`src/rtl/axil_cmd_pkg.sv`:
```
// Shared definitions for the byte-stream to AXI-Lite command bridge.
// Holds the FSM state encoding, the command/response opcode bytes and
// the layout of the one-byte status that leads every response.
package axil_cmd_pkg;

    typedef enum logic [2:0] {
        ST_IDLE,
        ST_ADDR,
        ST_DATA,
        ST_WR,
        ST_WR_RESP,
        ST_RD,
        ST_RD_RESP,
        ST_RESP
    } state_t;

    localparam logic [7:0] CMD_WRITE      = 8'h01;
    localparam logic [7:0] CMD_READ       = 8'h02;
    localparam logic [7:0] RSP_BAD_OPCODE = 8'hFF;

    // Status byte: upper six bits zero, AXI response code in the low two.
    typedef struct packed {
        logic [5:0] pad;
        logic [1:0] resp;
    } status_t;

    function automatic logic [7:0] status_byte(input logic [1:0] resp);
        status_t s;
        s.pad  = '0;
        s.resp = resp;
        return s;
    endfunction

endpackage

```
`src/rtl/axil_cmd_timeout.sv`:
```
// Inter-byte timeout counter for partially received command frames.
// Ports:
//   clk, rst_n  - clock and asynchronous active-low reset
//   run         - count while high (frame reception in progress)
//   clear       - restart the count (a frame byte was accepted)
//   expired     - single-cycle pulse when TIMEOUT_CYCLES idle cycles elapsed
// TIMEOUT_CYCLES = 0 disables the timeout entirely.
module axil_cmd_timeout #(
    parameter int unsigned TIMEOUT_CYCLES = 1000000
) (
    input  logic clk,
    input  logic rst_n,
    input  logic run,
    input  logic clear,
    output logic expired
);

    localparam int unsigned CW = (TIMEOUT_CYCLES > 1) ? $clog2(TIMEOUT_CYCLES) : 1;
    localparam logic [CW-1:0] LAST = (TIMEOUT_CYCLES == 0) ? '0 : CW'(TIMEOUT_CYCLES - 1);

    logic [CW-1:0] count;

    // Expiry fires on the TIMEOUT_CYCLES-th consecutive idle cycle, so the
    // owner leaves its receive state exactly that many cycles after the last byte.
    assign expired = (TIMEOUT_CYCLES != 0) && run && !clear && (count == LAST);

    always_ff @(posedge clk or negedge rst_n) begin
        if (!rst_n) begin
            count <= '0;
        end else if (clear || !run || expired) begin
            count <= '0;
        end else begin
            count <= count + 1'b1;
        end
    end

endmodule

```
`src/rtl/axil_cmd_master.sv`:
```
// Byte-stream command bridge acting as an AXI-Lite initiator.
// Command frames (MSB-first fields) arrive on s_axis:
//   0x01 addr[ADDR_BYTES] data[DATA_BYTES]  -> single write, reply {6'b0,bresp}
//   0x02 addr[ADDR_BYTES]                   -> single read,  reply {6'b0,rresp} rdata[DATA_BYTES]
//   anything else                           -> reply 0xFF
// Ports:
//   clk_i, arstn_i      - clock and asynchronous active-low reset
//   s_axis_*            - 8-bit command stream in (tdata/tvalid/tready)
//   m_axis_*            - 8-bit response stream out, tlast on final byte
//   m_axil_*            - AXI-Lite initiator port
module axil_cmd_master
    import axil_cmd_pkg::*;
#(
    parameter int          AXIL_ADDR_WIDTH = 32,
    parameter int          AXIL_DATA_WIDTH = 32,
    parameter int unsigned TIMEOUT_CYCLES  = 1000000
) (
    input  logic                         clk_i,
    input  logic                         arstn_i,
    input  logic [7:0]                   s_axis_tdata,
    input  logic                         s_axis_tvalid,
    output logic                         s_axis_tready,
    output logic [7:0]                   m_axis_tdata,
    output logic                         m_axis_tvalid,
    output logic                         m_axis_tlast,
    input  logic                         m_axis_tready,
    output logic [AXIL_ADDR_WIDTH-1:0]   m_axil_awaddr,
    output logic [2:0]                   m_axil_awprot,
    output logic                         m_axil_awvalid,
    input  logic                         m_axil_awready,
    output logic [AXIL_DATA_WIDTH-1:0]   m_axil_wdata,
    output logic [AXIL_DATA_WIDTH/8-1:0] m_axil_wstrb,
    output logic                         m_axil_wvalid,
    input  logic                         m_axil_wready,
    input  logic [1:0]                   m_axil_bresp,
    input  logic                         m_axil_bvalid,
    output logic                         m_axil_bready,
    output logic [AXIL_ADDR_WIDTH-1:0]   m_axil_araddr,
    output logic [2:0]                   m_axil_arprot,
    output logic                         m_axil_arvalid,
    input  logic                         m_axil_arready,
    input  logic [AXIL_DATA_WIDTH-1:0]   m_axil_rdata,
    input  logic [1:0]                   m_axil_rresp,
    input  logic                         m_axil_rvalid,
    output logic                         m_axil_rready
);

    localparam int         ADDR_BYTES = AXIL_ADDR_WIDTH / 8;
    localparam int         DATA_BYTES = AXIL_DATA_WIDTH / 8;
    localparam logic [7:0] ADDR_LAST  = 8'(ADDR_BYTES - 1);
    localparam logic [7:0] DATA_LAST  = 8'(DATA_BYTES - 1);
    localparam logic [7:0] DATA_CNT   = 8'(DATA_BYTES);

    state_t                       state;
    logic                         is_write;
    logic [7:0]                   byte_cnt;
    logic [AXIL_ADDR_WIDTH-1:0]   addr_reg;
    logic [AXIL_DATA_WIDTH-1:0]   data_reg;
    logic [AXIL_DATA_WIDTH-1:0]   rsp_shift;
    logic [7:0]                   rsp_left;
    logic                         accept;
    logic                         expired;

    assign accept        = s_axis_tvalid && s_axis_tready;
    assign m_axil_awaddr = addr_reg;
    assign m_axil_araddr = addr_reg;
    assign m_axil_wdata  = data_reg;
    assign m_axil_wstrb  = '1;
    assign m_axil_awprot = 3'b000;
    assign m_axil_arprot = 3'b000;

    axil_cmd_timeout #(
        .TIMEOUT_CYCLES(TIMEOUT_CYCLES)
    ) u_timeout (
        .clk    (clk_i),
        .rst_n  (arstn_i),
        .run    ((state == ST_ADDR) || (state == ST_DATA)),
        .clear  (accept),
        .expired(expired)
    );

    // Frame parser and transaction sequencer. s_axis_tready is registered and
    // set together with every transition so it is high only in IDLE/ADDR/DATA.
    // The response is preloaded into m_axis_tdata with the remaining bytes
    // queued MSB-first in rsp_shift; rsp_left counts bytes still to follow.
    always_ff @(posedge clk_i or negedge arstn_i) begin
        if (!arstn_i) begin
            state          <= ST_IDLE;
            is_write       <= 1'b0;
            byte_cnt       <= '0;
            addr_reg       <= '0;
            data_reg       <= '0;
            rsp_shift      <= '0;
            rsp_left       <= '0;
            s_axis_tready  <= 1'b0;
            m_axis_tdata   <= '0;
            m_axis_tvalid  <= 1'b0;
            m_axis_tlast   <= 1'b0;
            m_axil_awvalid <= 1'b0;
            m_axil_wvalid  <= 1'b0;
            m_axil_bready  <= 1'b0;
            m_axil_arvalid <= 1'b0;
            m_axil_rready  <= 1'b0;
        end else begin
            case (state)
                ST_IDLE: begin
                    s_axis_tready <= 1'b1;
                    if (accept) begin
                        byte_cnt <= '0;
                        if (s_axis_tdata == CMD_WRITE || s_axis_tdata == CMD_READ) begin
                            is_write <= (s_axis_tdata == CMD_WRITE);
                            state    <= ST_ADDR;
                        end else begin
                            s_axis_tready <= 1'b0;
                            m_axis_tdata  <= RSP_BAD_OPCODE;
                            m_axis_tvalid <= 1'b1;
                            m_axis_tlast  <= 1'b1;
                            rsp_left      <= '0;
                            state         <= ST_RESP;
                        end
                    end
                end
                ST_ADDR: begin
                    if (expired) begin
                        state <= ST_IDLE;
                    end else if (accept) begin
                        addr_reg <= (addr_reg << 8) | AXIL_ADDR_WIDTH'(s_axis_tdata);
                        byte_cnt <= byte_cnt + 8'd1;
                        if (byte_cnt == ADDR_LAST) begin
                            byte_cnt <= '0;
                            if (is_write) begin
                                state <= ST_DATA;
                            end else begin
                                s_axis_tready  <= 1'b0;
                                m_axil_arvalid <= 1'b1;
                                state          <= ST_RD;
                            end
                        end
                    end
                end
                ST_DATA: begin
                    if (expired) begin
                        state <= ST_IDLE;
                    end else if (accept) begin
                        data_reg <= (data_reg << 8) | AXIL_DATA_WIDTH'(s_axis_tdata);
                        byte_cnt <= byte_cnt + 8'd1;
                        if (byte_cnt == DATA_LAST) begin
                            byte_cnt       <= '0;
                            s_axis_tready  <= 1'b0;
                            m_axil_awvalid <= 1'b1;
                            m_axil_wvalid  <= 1'b1;
                            state          <= ST_WR;
                        end
                    end
                end
                ST_WR: begin
                    if (m_axil_awvalid && m_axil_awready) m_axil_awvalid <= 1'b0;
                    if (m_axil_wvalid && m_axil_wready)   m_axil_wvalid  <= 1'b0;
                    // Both channels are finished once each is either already
                    // done or completing its handshake in this cycle.
                    if ((!m_axil_awvalid || m_axil_awready) && (!m_axil_wvalid || m_axil_wready)) begin
                        m_axil_bready <= 1'b1;
                        state         <= ST_WR_RESP;
                    end
                end
                ST_WR_RESP: begin
                    if (m_axil_bvalid) begin
                        m_axil_bready <= 1'b0;
                        m_axis_tdata  <= status_byte(m_axil_bresp);
                        m_axis_tvalid <= 1'b1;
                        m_axis_tlast  <= 1'b1;
                        rsp_left      <= '0;
                        state         <= ST_RESP;
                    end
                end
                ST_RD: begin
                    if (m_axil_arready) begin
                        m_axil_arvalid <= 1'b0;
                        m_axil_rready  <= 1'b1;
                        state          <= ST_RD_RESP;
                    end
                end
                ST_RD_RESP: begin
                    if (m_axil_rvalid) begin
                        m_axil_rready <= 1'b0;
                        m_axis_tdata  <= status_byte(m_axil_rresp);
                        m_axis_tvalid <= 1'b1;
                        m_axis_tlast  <= 1'b0;
                        rsp_shift     <= m_axil_rdata;
                        rsp_left      <= DATA_CNT;
                        state         <= ST_RESP;
                    end
                end
                ST_RESP: begin
                    if (m_axis_tready) begin
                        if (rsp_left == 8'd0) begin
                            m_axis_tvalid <= 1'b0;
                            m_axis_tlast  <= 1'b0;
                            m_axis_tdata  <= '0;
                            s_axis_tready <= 1'b1;
                            state         <= ST_IDLE;
                        end else begin
                            m_axis_tdata <= rsp_shift[AXIL_DATA_WIDTH-1 -: 8];
                            rsp_shift    <= rsp_shift << 8;
                            rsp_left     <= rsp_left - 8'd1;
                            m_axis_tlast <= (rsp_left == 8'd1);
                        end
                    end
                end
                default: state <= ST_IDLE;
            endcase
        end
    end

endmodule

```
`config.mk`:
```
export PLATFORM = sky130hd
export DESIGN_NAME = axil_cmd_master
export DESIGN_NICKNAME = d
export VERILOG_FILES = /design/src/rtl/axil_cmd_pkg.sv /design/src/rtl/axil_cmd_timeout.sv /design/src/rtl/axil_cmd_master.sv
export SDC_FILE = /design/constraint.sdc
export NUM_CORES = 1
export LEC_CHECK = 0
export CAP_MARGIN = 30
export CORE_MARGIN = 2
export CORE_UTILIZATION = 41
export DETAILED_ROUTE_END_ITERATION = 8
export PLACE_DENSITY = 0.7
export SKIP_CTS_REPAIR_TIMING = 1
export SLEW_MARGIN = 20
export SYNTH_ARGS = -nofsm -noshare
export SYNTH_HDL_FRONTEND = slang
export SYNTH_SLANG_ARGS = --single-unit
```
`constraint.sdc`:
```
create_clock -name clk_i -period 4 [get_ports clk_i]
set_clock_uncertainty 0.05 [all_clocks]
set_input_delay 0.6 -clock clk_i [delete_from_list [all_inputs] [get_ports clk_i]]
set_output_delay 0.6 -clock clk_i [all_outputs]
set_load 0.05 [all_outputs]
```
# Word-level counts from Yosys, hierarchy flattened
# Index checks and enable logic that the tools add are counted.
totals:
  regBits: 152
  in_bits: 53
  output_inout_bits: 122
  elab_cells: 182
op_classes:
  addsub: 3
  n_eq_ne: 36
  mux: 81
  bitwise: 3
  reduce_logical: 42
ops:
  columns: ["operator", "count"]
  rows:
  - ["$mux 8", 16]
  - ["$mux 32", 3]
  - ["$or 32x8->32", 2]
  - ["$pmux 32 s2", 1]
  - ["$pmux 8 s4", 2]
  - ["$mux 3", 15]
  - ["$mux 1", 33]
  - ["$ne 2x2->1 const B", 14]
  - ["$pmux 3 s8", 1]
  - ["$add 20x1->20 const B", 1]
  - ["$eq 20x20->1 const B", 1]
  - ["$mux 20", 1]
  - ["$eq 8x1->1 const B", 2]
  - ["$eq 8x2->1 const B", 2]
  - ["$pmux 8 s2", 1]
  - ["$reduce_and 3->1", 5]
  - ["$reduce_and 7->1", 2]
  - ["$eq 3x3->1 const B", 4]
  - ["$ne 2x1->1 const B", 6]
  - ["$ne 3x1->1 const B", 4]
  - ["$pmux 1 s4", 3]
  - ["$reduce_and 6->1", 2]
  - ["$reduce_bool 2->1", 6]
  - ["$reduce_and 11->1", 1]
  - ["16 further kinds", 37]

# Logic depth before layout (Yosys ltp)
# Gate-level depths: netlist (run 1).
logic_depth:
  ltp_word: 6
  ltp_mapped: 10
  depth_no_buf: 8

# By module
# Synthesis (run 1) repeated with hierarchy kept, for this count alone.
hier_totals:
  cells_unflattened: 675
  hier_area_um2: 7312.0
modules_own_cells:
  columns: ["mod", "instances", "cells_each", "area_per_inst_um2", "seq_area_each_um2"]
  rows:
  - ["axil_cmd_master", 1, 573, 6278.5, 3303.2]
  - ["axil_cmd_timeout", 1, 102, 1033.5, 500.5]

# Least setup slack after synthesis (run 1)
# OpenSTA, ideal clock, no wires.
synth_path:
  path_type: "register to register"
  startpoint: "reg s_axis_tready"
  endpoint: "reg addr_reg[1] (netlist: m_axil_araddr[1])"
  setup_ns: 0.125
  arrival_ns: 1.982
  required_ns: 3.825
  path_slack_ns: 1.843
  path_stages_with_launch: 5
  n_path_buf: 1
  period_less_slack_ns: 2.157
  cell_sequence: "dfrtp_1 -> nand2_1 -> nor3_1 -> buf_2 -> mux2_2"
synth_via:
  elab_chain_cells: 6
synth_lines:
  columns: ["item", "line_no", "source"]
  rows:
  - ["from (decl)", "axil_cmd_master.sv:22", "output logic s_axis_tready,"]
  - ["from (signal assigned)", "axil_cmd_master.sv:95", "s_axis_tready <= 1'b0;"]
  - ["from (signal assigned)", "axil_cmd_master.sv:107", "s_axis_tready <= 1'b1;"]
  - ["from (signal assigned)", "axil_cmd_master.sv:114", "s_axis_tready <= 1'b0;"]
  - ["$logic_and 1x1->1 (*)", "axil_cmd_master.sv:64", "assign accept = s_axis_tvalid && s_axis_tready;"]
  - ["$logic_not 1->1", "axil_cmd_timeout.sv:25", "assign expired = (TIMEOUT_CYCLES != 0) && run && !clear && (count == LAST);"]
  - ["$logic_and 1x1->1 (2 in series)", "axil_cmd_timeout.sv:25", null]
  - ["$not 1->1 (no line)", null, null]
  - ["$reduce_and 3->1 (no line) (*)", null, null]
  - ["to (signal assigned)", "axil_cmd_master.sv:127", "addr_reg <= (addr_reg << 8) | AXIL_ADDR_WIDTH'(s_axis_tdata);"]
  - ["to (decl)", "axil_cmd_master.sv:57", "logic [AXIL_ADDR_WIDTH-1:0] addr_reg;"]
# Mark *: on every way between the ends. The rest lies on a longest branch, timed or not.
# A chain may end at the register's enable or synchronous reset.

# Final worst setup path (run 1)
layout_path:
  startpoint: "reg state[1]"
  endpoint: "reg rsp_left[2]"
layout_via:
  elab_chain_cells: 3
  word_cells_on_any_way: 13
  cone_classes: "eq/ne: 9; mux: 1; reduce/logical: 3"
layout_lines:
  columns: ["item", "line_no", "source"]
  rows:
  - ["from (decl)", "axil_cmd_master.sv:54", "state_t state;"]
  - ["from (signal assigned)", "axil_cmd_master.sv:88", "state <= ST_IDLE;"]
  - ["from (signal assigned)", "axil_cmd_master.sv:112", "state <= ST_ADDR;"]
  - ["from (signal assigned)", "axil_cmd_master.sv:119", "state <= ST_RESP;"]
  - ["$eq 3x3->1 or $logic_not 3->1 (tied branches)", "axil_cmd_master.sv:105", "case (state)"]
  - ["$ne 2x2->1 (no line) (tied with other cells)", null, null]
  - ["$reduce_and 7->1 (no line)", null, null]
  - ["to (signal assigned)", "axil_cmd_master.sv:205", "rsp_left <= rsp_left - 8'd1;"]
  - ["to (decl)", "axil_cmd_master.sv:60", "logic [7:0] rsp_left;"]
# Parallel ways exist; a longest one is shown, timed or not.

==> qor.csv, run 1 <==
stage,metric,value,unit
outcome,outcome,"finished, final reports clean",
timing,Max Fclk,0.377,GHz
timing,hold violation count in the final report,0,
logic_synthesis,Synth area leader,dfrtp_1,
die,Cell Rows,48,
timing,Final Cycle Share,0.662,
timing,final number of max-transition violations,0,
logic_synthesis,number of synthesized flops with an enable pin,0,
timing,Final min period,2650,ps
worst_setup_path,Worst Setup End Kind,flop,
worst_setup_path,CP Data Required Time,4290,ps
logic_synthesis,"Async S/R FF share, synth",1.00,
worst_setup_path,WP data arrival,2940,ps
die,Die Footprint,18400,sq um
route,Post-Route WL,16.7,mm
placed_design,count of input and output buffers,164,
logic_synthesis,Synth warnings,0,
logic_synthesis,"FF+latch count, synth",152,
clock_tree,CTS root buf,clkbuf_16,
cells_and_area,ANT cells,0,
worst_setup_path,largest fanout on the critical path,57,
route,met3 routed WL,1.09,mm
clock_tree,CTS tree,yes,
power,pwr dens,863,nW/um^2
logic_synthesis,"Seq/Total Area, Yosys",0.535,
logic_synthesis,synthesized area,7100,sq um
die,Starting Density,0.415,
grt,largest net degree at the start of global routing,66,
route,routed wl met2,7.66,mm
logic_synthesis,"top cells by count, synth","nand2_1, dfrtp_1, o21ai_0",
logic_synthesis,post-synthesis adder-cell area fraction,0.00705,
logic_synthesis,main combinational cell family by area after synthesis,simple AND/OR/NAND/NOR gates,
logic_synthesis,post-synthesis xor/xnor area fraction,0.0284,
logic_synthesis,simple-gate share of the synthesized area,0.177,
clock_tree,Sink Count,152,
power,leakage,4.25,nW
cells_and_area,P&R area growth vs syn,31.7,%
cells_and_area,Final nets,899,
timing,Worst Max-Slew Pin Slew,726,ps
logic_synthesis,top cell type's share of synthesized area,0.535,
timing,RSZ-0062 raised after global routing,false,
placed_design,placed cells,1048,
worst_setup_path,critical path type,reg -> reg,
die,core area,17100,sq um
logic_synthesis,"Avg Cell Area, Syn",9.95,sq um
route,Detailed Routing Iterations Pass 1,5,
clock_tree,Num CTS Buffers,17,
die,Vert. Die Dim,136,um
clock_tree,maximum clock insertion buffer count,2,
grt,initial antenna violation count,0,
cells_and_area,Fillers,1523,
placed_design,post-DP HPWL,11.7,mm
grt,GRT overflow,0,
route,Vias/cell,5.08,
worst_setup_path,Startpoint Class,flop,
logic_synthesis,largest cells by area after synthesis,"dfrtp_1, nand2_1, mux2_2, buf_4, o21ai_0",
route,per-cell routed wire length,15.4,um
logic_synthesis,mux cell area share after synthesis,0.0860,
logic_synthesis,Synth Flop Type,dfrtp_1,
route,Max Used Layer,met4,
clock_tree,H-tree Lvls,4,
logic_synthesis,Unique masters post-synth,56,
clock_tree,worst skew pair latency,420,ps
timing,Final Setup Violations,0,
power,Max VDD drop,461,uV
die,DIE WIDTH,136,um
route,# DRC,0,
route,M1 WL,7.65,mm
placed_design,routability congestion estimate,0.866,
job,total of max-cap violations,0,
route,DR vias,5489,
logic_synthesis,most common cell in the netlist,nand2_1,
clock_tree,clock slew at reported path FFs,60,ps
timing,Slew HR,0.516,
grt,vias in the first global route,5235,
die,num ports,175,
cells_and_area,final cell count without fillers,1080,
logic_synthesis,Synth Area in Compound Gates,0.0972,
timing,setup TNS,0,ps
logic_synthesis,Post-Syn Instances,714,
route,DR iter-0 viols,354,
grt,GRT Resource Usage Total,0.187,
cells_and_area,layout cell share with drive strength beyond 1,0.101,
min_path,Hold Crit Class,in -> async,
route,Antenna Nets Post-Route,0,
grt,first-pass GRT wire length,26.9,mm
## logic make-up after synthesis
| kind of cell | Yosys count |
|---|---|
| multiplexers | 57 |
| AND/OR/NAND/NOR | 280 |
| flip-flops | 152 |
| adder cells (fa/ha/maj) | 4 |
| XOR/XNOR | 23 |
| other | 2 |
| AO/OA/AOI/OAI | 115 |
| buffers and inverters | 81 |
## per-stage QoR
stage	hold WS, ps	total power [mW]	util	area [sq um]	setup WS, ps
6_report	93.5	8.07	0.547	9360	1350
5_1_grt	141	8.55	0.547	9360	1160
4_1_cts	132	8.15	0.547	9360	1360
3_3_place_gp	386	6.31	0.508	8700	1170
3_5_place_dp	395	6.37	0.509	8710	1180
2_1_floorplan	254	5.26	-	7130	1840
## power by group
part / switching [mW] / internal [mW] / total (mW) / leakage, nW
Sequential: 0.469 / 2.02 / 2.48 / 1.98
Clock: 0.652 / 1.09 / 1.74 / 0.308
Combinational: 2.53 / 1.32 / 3.85 / 1.96
Total: 3.66 / 4.42 / 8.07 / 4.25
## path summary, 6_finish.rpt
kind	startpoint	to	slack (ps)	depth (start not counted)
worst min-delay path	arstn_i	m_axil_wdata[29]$_DFFE_PN0P_	90	1
worst min register to register	u_timeout.count[0]$_DFF_PN0_	u_timeout.count[0]$_DFF_PN0_	400	1
min in group clk_i	u_timeout.count[0]$_DFF_PN0_	u_timeout.count[0]$_DFF_PN0_	400	1
max in group asynchronous	arstn_i	m_axil_araddr[21]$_DFFE_PN0P_	2800	2
worst max-delay path	state[1]$_DFFE_PN0P_	rsp_left[2]$_DFFE_PN0P_	1350	7
worst max register to register	state[1]$_DFFE_PN0P_	rsp_left[2]$_DFFE_PN0P_	1350	7
## layout make-up
class / instances / area (sq um) / area share
Sequential cell: 152 / 3800 / 0.407
Multi-Input combinational cell: 489 / 2870 / 0.307
Timing Repair Buffer: 173 / 1720 / 0.184
Clock buffer: 20 / 457 / 0.0488
Tap cell: 225 / 282 / 0.0301
Clock inverter: 12 / 188 / 0.0201
Inverter: 9 / 33.8 / 0.00361
## cell usage in the layout (no fill, tap or decap), types with 3 or more instances in the layout
master / n
clkdlybuf4s50_1: 163
inv_1: 8
a41oi_1: 3
a211oi_1: 3
nand3_1: 18
nor2b_1: 3
nand4b_1: 3
dfrtp_1: 152
and2_1: 4
conb_1: 10
mux2_2: 32
nor3_1: 10
a22o_1: 8
xnor2_1: 8
o21ai_0: 58
a21oi_1: 24
nor2_1: 50
nand2_1: 153
inv_6: 4
buf_4: 8
nand2b_1: 5
bufinv_16: 4
nor4_1: 3
ha_1: 4
mux2i_1: 25
clkbuf_16: 17
nand4_1: 5
and3_1: 10
xor2_1: 15
## registers in the layout, indices dropped and copies added, names as in the netlist
signal,flops
m_axis_tdata,8
rsp_left,8
m_axis_tlast,1
state,3
m_axil_arvalid,1
m_axil_wdata,32
is_write,1
m_axil_rready,1
byte_cnt,8
rsp_shift,32
m_axis_tvalid,1
m_axil_bready,1
u_timeout.count,20
m_axil_wvalid,1
s_axis_tready,1
m_axil_araddr,32
m_axil_awvalid,1
## worst max-delay path, cell delays in order, from the launching register on
cell	delay, ps
dfrtp_1	730
inv_2	240
nor2_1	270
and3_1	540
o22ai_4	100
buf_4	310
a21boi_0	190
a21oi_1	120
## routing by layer
layer / vias up / track usage
met5: - / 0
met4: 0 / 0.0631
met3: 24 / 0.0557
met2: 177 / 0.285
met1: 2646 / 0.254
li1: 2642 / -
(Power assumes the default switching activity.)
==> inputs of run 2 (changes only) <==
clock period = 2.55 ns   (was 4 ns; I/O delays follow)
==> qor.csv, run 2 (synthesis results as in run 1) <==
stage,metric,value,unit,change
cells_and_area,Final Cell Area,9460,sq um,+1.1%
cells_and_area,layout cell share with drive strength beyond 1,0.112,,+0.0112
route,Detailed Routing Iterations Pass 1,4,,-1
placed_design,DP Area,8840,sq um,+1.5%
worst_setup_path,largest fanout on the critical path,6,,-89%
worst_setup_path,Startpoint Class,flop,,
route,DR iter-0 viols,338,,-4.5%
cells_and_area,Final nets,912,,+1.4%
placed_design,placed cells,1060,,+1.1%
cells_and_area,"commonest non-fill, non-tap cell in the layout",clkdlybuf4s50_1,,
route,Antenna Nets Post-Route,0,,unchanged
worst_setup_path,Worst Setup End Kind,flop,,
placed_design,routability congestion estimate,0.866,,about the same
timing,Final Setup Violations,0,,unchanged
timing,Worst Max-Slew Pin Slew,565,ps,-161 ps
power,Max VDD drop,784,uV,+70%
die,DIE WIDTH,136,um,unchanged
die,num ports,175,,unchanged
power,pwr dens,1340,nW/um^2,+55%
clock_tree,worst skew pair latency,420,ps,about the same
clock_tree,CTS tree,yes,,
timing,Slew HR,0.622,,+0.106
worst_setup_path,"reg-to-reg slack, setup",200,ps,-1160 ps
grt,largest net degree at the start of global routing,57,,-14%
timing,Max Fclk,0.425,GHz,+13%
timing,Final min period,2350,ps,-295 ps
route,Vias/cell,5.00,,-1.6%
worst_setup_path,critical path type,reg -> reg,,
route,Post-Route WL,16.9,mm,+1.3%
min_path,Hold Crit Class,in -> async,,
job,total of max-cap violations,0,,unchanged
grt,first-pass GRT wire length,27.2,mm,+0.87%
clock_tree,Num CTS Buffers,17,,unchanged
worst_setup_path,worst r2r src,rsp_left[0]$_DFFE_PN0P_,,
worst_setup_path,r2r endpoint,state[0]$_DFFE_PN0P_,,
die,Starting Density,0.415,,unchanged
placed_design,count of input and output buffers,164,,unchanged
worst_setup_path,CP Data Required Time,2850,ps,-1440 ps
grt,initial antenna violation count,0,,unchanged
cells_and_area,P&R area growth vs syn,33.2,%,
outcome,outcome,"finished, final reports clean",,
worst_setup_path,r2r worst-path depth,8,,+1
die,core area,17100,sq um,unchanged
grt,GRT overflow,0,,unchanged
power,leakage,4.30,nW,+1.2%
timing,final number of max-transition violations,0,,unchanged
die,Vert. Die Dim,136,um,unchanged
clock_tree,CTS root buf,clkbuf_16,,
route,# DRC,0,,unchanged
timing,Final Cycle Share,0.923,,+0.261
clock_tree,maximum clock insertion buffer count,2,,unchanged
clock_tree,H-tree Lvls,4,,unchanged
clock_tree,clock slew at reported path FFs,70,ps,about the same
grt,GRT Resource Usage Total,0.189,,+0.00196
cells_and_area,"leading cell types in the layout, fill and taps excluded","clkdlybuf4s50_1, nand2_1, dfrtp_1, o21ai_0, nor2_1",,
route,DR vias,5467,,-0.40%
grt,vias in the first global route,5247,,+0.23%
cells_and_area,final core occ,0.553,,+0.00607
timing,hold violation count in the final report,0,,unchanged
timing,setup TNS,0,ps,unchanged
die,Die Footprint,18400,sq um,unchanged
clock_tree,Sink Count,152,,unchanged
timing,RSZ-0062 raised after global routing,false,,
worst_setup_path,WP data arrival,2660,ps,-280 ps
route,per-cell routed wire length,15.5,um,about the same
cells_and_area,final cell count without fillers,1093,,+1.2%
die,Cell Rows,48,,unchanged
cells_and_area,ANT cells,0,,unchanged
placed_design,post-DP HPWL,12.1,mm,+3.9%
[run 2: area by class of cell]
| type | instances | area (sq um) |
|---|---|---|
| Timing Repair Buffer | 186 | 1860 |
| Fill cell | 1567 | 7660 |
| Clock buffer | 19 | 433 |
| Tap cell | 225 | 282 |
| Clock inverter | 13 | 173 |
| Multi-Input combinational cell | 489 | 2870 |
| Inverter | 9 | 33.8 |
| Sequential cell | 152 | 3800 |
[run 2: critical path, stage by stage (launching register included)]
cell,delay [ps]
dfrtp_1,440
inv_1,80
ha_1,230
nor3b_1,370
a31oi_1,190
a2111oi_2,360
o21ai_2,170
or3_1,330
nand3_1,80
[run 2: through the flow]
| step | setup slack, ps | hold WS (ps) | total power, mW |
|---|---|---|---|
| after floorplan | 393 | 36.9 | 8.26 |
| after global placement | 17.5 | 293 | 10.1 |
| after detailed placement | 0.914 | 298 | 10.1 |
| after CTS | 221 | -162 | 12.8 |
| after global routing | 13.7 | 430 | 13.4 |
| final | 195 | 405 | 12.7 |
[run 2: worst max-delay path by stage]
stage                              start                           end
6_report         rsp_left[0]$_DFFE_PN0P_          state[0]$_DFFE_PN0P_
5_1_grt          rsp_left[0]$_DFFE_PN0P_          state[0]$_DFFE_PN0P_
4_1_cts          rsp_left[0]$_DFFE_PN0P_          state[0]$_DFFE_PN0P_
3_5_place_dp             s_axis_tdata[0]       rsp_left[1]$_DFFE_PN0P_
3_3_place_gp             s_axis_tdata[0]       rsp_left[1]$_DFFE_PN0P_
2_1_floorplan  s_axis_tready$_DFFE_PN0P_  m_axil_araddr[1]$_DFFE_PN0P_
[run 2: layer usage]
metal | GRT usage | up-vias | wire length, um
li1 | - | 2670 | -
met1 | 0.255 | 2607 | 7840
met2 | 0.292 | 179 | 7720
met3 | 0.0561 | 11 | 1170
met4 | 0.0602 | 0 | 158
met5 | 0 | - | 0
[run 2: power breakdown]
part           switching (mW)  internal (mW)  total, mW
registers               0.674           3.16       3.84
clock network            1.02           1.55       2.58
logic                    4.07           2.18       6.24
total                    5.76           6.89       12.7
